**src/rtl/uart_pkg.sv**
```systemverilog
// uart_pkg: definitions shared by the UART receiver and transmitter.
//   uart_state_e        receiver FSM state encoding
//   UartFullEtuDefault  default clocks per bit (100 MHz / 115200 baud)
//   half_etu()          clocks from a start-bit edge to its middle
package uart_pkg;

    typedef enum logic [2:0] {
        StIdle,
        StStart,
        StData,
        StStop,
        StBrkWait
    } uart_state_e;

    localparam int unsigned UartFullEtuDefault = 868;

    function automatic int unsigned half_etu(input int unsigned full_etu);
        return full_etu / 2;
    endfunction

endpackage

```
**src/rtl/sync_2ff.sv**
```systemverilog
// sync_2ff: two-flop synchronizer for a single asynchronous input bit.
//   clk  in   sampling clock
//   rst  in   synchronous active-high reset, both flops load ResetValue
//   d_i  in   asynchronous input
//   q_o  out  synchronized output, two clock edges after d_i is first registered
module sync_2ff #(
    parameter logic ResetValue = 1'b1
) (
    input  logic clk,
    input  logic rst,
    input  logic d_i,
    output logic q_o
);

    logic meta_q;
    logic sync_q;

    always_ff @(posedge clk) begin
        if (rst) begin
            meta_q <= ResetValue;
            sync_q <= ResetValue;
        end else begin
            meta_q <= d_i;
            sync_q <= meta_q;
        end
    end

    assign q_o = sync_q;

endmodule

```
**src/rtl/uart_rx.sv**
```systemverilog
// uart_rx: 8N1 asynchronous serial receiver, LSB first, UART_FULL_ETU clocks per bit.
//   clk        in   single clock, rising edge
//   rst        in   synchronous active-high reset
//   din        in   raw serial line, asynchronous, idles high
//   data_out   out  last completed byte, held until the next completed frame
//   valid      out  one-cycle pulse, frame completed with a good stop bit
//   frame_err  out  one-cycle pulse, frame completed with stop bit low
module uart_rx
    import uart_pkg::*;
#(
    parameter int unsigned UART_FULL_ETU = UartFullEtuDefault
) (
    input  logic       clk,
    input  logic       rst,
    input  logic       din,
    output logic [7:0] data_out,
    output logic       valid,
    output logic       frame_err
);

    localparam int unsigned EtuW    = $clog2(UART_FULL_ETU);
    localparam int unsigned HalfEtu = half_etu(UART_FULL_ETU);

    localparam logic [EtuW-1:0] EtuLast     = EtuW'(UART_FULL_ETU - 1);
    localparam logic [EtuW-1:0] EtuHalfLast = EtuW'(HalfEtu - 1);
    localparam logic [EtuW-1:0] EtuOne      = EtuW'(1);

    logic rxs;

    sync_2ff #(
        .ResetValue (1'b1)
    ) u_sync_din (
        .clk (clk),
        .rst (rst),
        .d_i (din),
        .q_o (rxs)
    );

    uart_state_e     state_q, state_d;
    logic [EtuW-1:0] etu_cnt_q, etu_cnt_d;
    logic [2:0]      bit_cnt_q, bit_cnt_d;
    logic [7:0]      shift_q, shift_d;
    logic [7:0]      data_out_q, data_out_d;
    logic            valid_q, valid_d;
    logic            frame_err_q, frame_err_d;

    always_comb begin
        state_d     = state_q;
        etu_cnt_d   = etu_cnt_q;
        bit_cnt_d   = bit_cnt_q;
        shift_d     = shift_q;
        data_out_d  = data_out_q;
        valid_d     = 1'b0;
        frame_err_d = 1'b0;

        case (state_q)
            StIdle: begin
                etu_cnt_d = '0;
                bit_cnt_d = '0;
                if (!rxs) begin
                    state_d = StStart;
                end
            end

            StStart: begin
                // Re-check the line at mid start bit; a high here was a glitch.
                if (etu_cnt_q == EtuHalfLast) begin
                    etu_cnt_d = '0;
                    state_d   = rxs ? StIdle : StData;
                end else begin
                    etu_cnt_d = etu_cnt_q + EtuOne;
                end
            end

            StData: begin
                if (etu_cnt_q == EtuLast) begin
                    etu_cnt_d = '0;
                    shift_d   = {rxs, shift_q[7:1]};
                    bit_cnt_d = bit_cnt_q + 3'd1;
                    if (bit_cnt_q == 3'd7) begin
                        state_d = StStop;
                    end
                end else begin
                    etu_cnt_d = etu_cnt_q + EtuOne;
                end
            end

            StStop: begin
                if (etu_cnt_q == EtuLast) begin
                    etu_cnt_d  = '0;
                    data_out_d = shift_q;
                    if (rxs) begin
                        valid_d = 1'b1;
                        state_d = StIdle;
                    end else begin
                        frame_err_d = 1'b1;
                        state_d     = StBrkWait;
                    end
                end else begin
                    etu_cnt_d = etu_cnt_q + EtuOne;
                end
            end

            StBrkWait: begin
                // Hold off until the line returns high so a break is not seen as 0x00 frames.
                etu_cnt_d = '0;
                bit_cnt_d = '0;
                if (rxs) begin
                    state_d = StIdle;
                end
            end

            default: begin
                state_d   = StIdle;
                etu_cnt_d = '0;
                bit_cnt_d = '0;
            end
        endcase
    end

    always_ff @(posedge clk) begin
        if (rst) begin
            state_q     <= StIdle;
            etu_cnt_q   <= '0;
            bit_cnt_q   <= '0;
            shift_q     <= '0;
            data_out_q  <= '0;
            valid_q     <= 1'b0;
            frame_err_q <= 1'b0;
        end else begin
            state_q     <= state_d;
            etu_cnt_q   <= etu_cnt_d;
            bit_cnt_q   <= bit_cnt_d;
            shift_q     <= shift_d;
            data_out_q  <= data_out_d;
            valid_q     <= valid_d;
            frame_err_q <= frame_err_d;
        end
    end

    assign data_out  = data_out_q;
    assign valid     = valid_q;
    assign frame_err = frame_err_q;

endmodule

```
**config.mk**
```make
export PLATFORM = sky130hd
export DESIGN_NAME = uart_rx
export DESIGN_NICKNAME = d
export VERILOG_FILES = /design/src/rtl/uart_pkg.sv /design/src/rtl/sync_2ff.sv /design/src/rtl/uart_rx.sv
export SDC_FILE = /design/constraint.sdc
export NUM_CORES = 1
export LEC_CHECK = 0
export CORE_ASPECT_RATIO = 0.6
export CORE_MARGIN = 2
export CORE_UTILIZATION = 59
export CTS_BUF_LIST = sky130_fd_sc_hd__clkbuf_2 sky130_fd_sc_hd__clkbuf_4 sky130_fd_sc_hd__clkbuf_8
export CTS_CLUSTER_DIAMETER = 80
export CTS_CLUSTER_SIZE = 20
export DETAILED_ROUTE_END_ITERATION = 6
export PLACE_DENSITY = 0.93
export SYNTH_ARGS = -nofsm -noshare
export SYNTH_HDL_FRONTEND = slang
export SYNTH_SLANG_ARGS = --single-unit
```
**constraint.sdc**
```tcl
create_clock -name clk -period 2 [get_ports clk]
set_input_delay 0.2 -clock clk [delete_from_list [all_inputs] [get_ports clk]]
set_output_delay 0.2 -clock clk [all_outputs]
set_load 0.05 [all_outputs]
```
==> flow_metrics.tcl <==
set metrics [dict create \
    wirelength_mm 3.46 \
    dp_slack_ps 98.5 \
    antenna_found_initial 0 \
    die_h_um 44.1 \
    cts_htree_levels 2 \
    cap_violations 0 \
    ant_nets 0 \
    maxSlewViolCount 0 \
    muxShareOfSynthArea_pct 12.4 \
    startpoint_type "register" \
    worst_clock_skew_ps 5.34 \
    fmax_mhz 520 \
    syn-num-nets 163 \
    cts.sinks 36 \
    grt_usage_pct 23.5 \
    rr_startpoint "etu_cnt_q[0]$_SDFF_PP0_" \
    tightest_slew_ps 611 \
    path_class "reg2reg" \
    syn-instance-count 156 \
    powerDensity_mw_per_mm2 810 \
    cts_tree "done" \
    rows 14 \
    dieArea_mm2 0.00312 \
    crit_required_ps 2180 \
    final_layout_size_suffix_gt1_share_pct 14.9 \
    vias_per_cell 5.86 \
    cts_max_path_buffers 2 \
    synth_compound_area_share_pct 7.92 \
    path_clk_slew_ps 70 \
    status "finished, final reports clean" \
    drcViolationCount 0 \
    dr.pass1.iters 4 \
    cts_hold_buf 0 \
    startpoint "etu_cnt_q[0]$_SDFF_PP0_" \
    antenna_cells 0 \
    cts_buffers 5 \
    worstPathArrival_ps 2100 \
    synth_seq_area_share_pct 45.6 \
    cts-root-buf "clkbuf_8" \
    synth_top_family_by_area "simple AND/OR/NAND/NOR gates" \
    holdWs_ps 413 \
    leakage_nw 0.773 \
    die_w_um 70.8 \
    synthAdderAreaFrac_pct 3.17 \
    synth_seq_cells 36 \
    hold_start "u_sync_din.meta_q$_SDFF_PP1_" \
    final.min_clock_period_ps 1920 \
    drt_iter0_drc 119 \
    synth.distinct_cells 39 \
    endpoint_kind "register" \
    fin_nets 180 \
    vias 1208 \
    final_cell_area_mm2 0.00185 \
    clock_latency_ps 280 \
    worst_slack_ps 75.3 \
    power_mw 1.50 \
    io_buffers 12 \
    synth_warnings 0 \
    dp_hpwl_mm 2.40 \
    setup_violations 0 \
    ios 13 \
    ir_drop_mv 0.409 \
    core-area_mm2 0.00252 \
    avgSynthCellArea_um2 10.1 \
    grt_pass1_wl_mm 5.39 \
    overflow 0 \
    synthSimpleGateAreaFrac_pct 23.8 \
    critPathMaxFanout 6 \
    slew_headroom_pct 59.1 \
    syn_area_mm2 0.00158 \
    syn_to_final_growth_pct 17.0 \
    grt_pass1_vias 1145 \
    grt_max_degree 19 \
    gp_congestion 0.859 \
    synthXorXnorAreaFrac_pct 4.99 \
    n_fill_cell 169 \
    wire_per_inst_um 16.8 \
    period_share_pct 96.2 \
    hold_viol_final 0 \
    hold_path.class "reg2reg" \
    initial_core_util_pct 62.6 \
    placed_area_mm2 0.00174 \
]
cells in the final DEF (no fill, tap or decap), drive strengths merged, types with 2 or more instances in the layout:
cell type      netlist  final
inv                  2      2
buf                  3      4
xor2                 4      4
clkdlybuf4s50        0     12
nand4                6      6
nor2                31     31
xnor2                5      5
a21oi                3      3
nand2                3      3
nor3b                3      3
nor3                 4      4
nand2b               3      3
ha                   4      4
clkbuf               3      7
dfxtp               36     36
o21ai                3      3
mux2i               18     18
or2                  2      2
nand3                4      4
layer usage:
layer / vias to the layer above / global-route usage [%] / part of all wire [%]
met5: - / 0 / 0
met3: 13 / 6.61 / 5.2
li1: 577 / - / -
met1: 574 / 27.6 / 44
met2: 44 / 40.7 / 48
met4: 0 / 11.3 / 2.8
critical path, stage by stage (launching register included):
cell,delay (ps)
dfxtp_1,430
ha_1,210
and4bb_2,360
a31oi_4,160
a211oi_4,330
mux2_4,330
cells in the mapped netlist:
master    instances  area (um2)
or3_1             1        6.26
a21oi_1           3        15.0
or4_1             1        7.51
buf_2             3        15.0
o21ai_0           3        15.0
dfxtp_1          36         721
nand4_2           2        25.0
and2_1            1        6.26
o21bai_1          1        7.51
mux2i_1          18         180
a31oi_4           1        21.3
or2_2             2        12.5
and3_2            1        7.51
nor2b_1           1        6.26
xor2_1            4        35.0
o221ai_2          1        15.0
and4bb_2          1        12.5
nand3_1           4        20.0
nand2b_1          3        18.8
nor3b_1           2        15.0
nand4b_1          1        8.76
and3b_1           1        8.76
xnor2_1           5        43.8
nor3_1            4        20.0
mux2_4            1        15.0
nor4bb_1          1        10.0
ha_1              4        50.1
nand2_1           3        11.3
a211oi_4          1        20.0
nor2_1           31         116
o22ai_1           1        6.26
nor3b_4           1        18.8
or3b_1            1        8.76
nand4_1           4        25.0
and4b_1           1        10.0
clkbuf_1          3        11.3
a31o_2            1        8.76
a41oi_2           1        16.3
inv_1             2        7.51
repair_timing:
item,in CTS,in global routing
endpoints found under the setup margin,0,9
endpoints found under the hold margin,0,0
resized for setup,0,1
buffers inserted,0,1
report_power, final:
| part | switching [mW] | internal (mW) |
|---|---|---|
| clock | 0.251 | 0.293 |
| sequential | 0.0312 | 0.732 |
| combinational | 0.0985 | 0.0905 |
through the flow:
stage / instances / utilization [%] / TNS, ps
2_1_floorplan: 156 / - / 0
3_3_place_gp: 197 / 68.8 / 0
3_5_place_dp: 197 / 68.8 / 0
4_1_cts: 205 / 72.7 / 0
5_1_grt: 206 / 73.2 / -5.45
6_report: 206 / 73.2 / 0
registers in the layout, summed over array words and instances (netlist names):
register and flops:
frame_err 1, u_sync_din.q_o 1, u_sync_din.meta_q 1, etu_cnt_q 10, bit_cnt_q 3, state_q 3
data_out 8, valid 1, shift_q 8
area by class of cell:
cell class / instances / area, um2 / share of cell area [%]
inverters: 2 / 7.51 / 0.407
well taps: 32 / 40.0 / 2.17
flip-flops and latches: 36 / 721 / 39.0
clock buffers: 7 / 90.1 / 4.88
repair buffers: 16 / 150 / 8.13
clock inverters: 1 / 7.51 / 0.407
multi-input cells: 112 / 831 / 45.0
path summary, 6_finish.rpt:
check	end	slack, ps	cells after the start
setup / recovery	state_q[0]$_SDFFE_PP0P_	80	5
setup reg to reg	state_q[0]$_SDFFE_PP0P_	80	5
hold / removal	u_sync_din.q_o$_SDFF_PP1_	410	1
hold reg to reg	u_sync_din.q_o$_SDFF_PP1_	410	1
cells by family after synthesis:
| family | after synthesis |
|---|---|
| and+or+nand+nor | 67 |
| buffers and inverters | 8 |
| muxes | 19 |
| xor gates and xnor gates | 9 |
| AOI/OAI and AO/OA | 13 |
| DFF | 36 |
| adders and majority gates | 4 |
(Power assumes the default switching activity.)
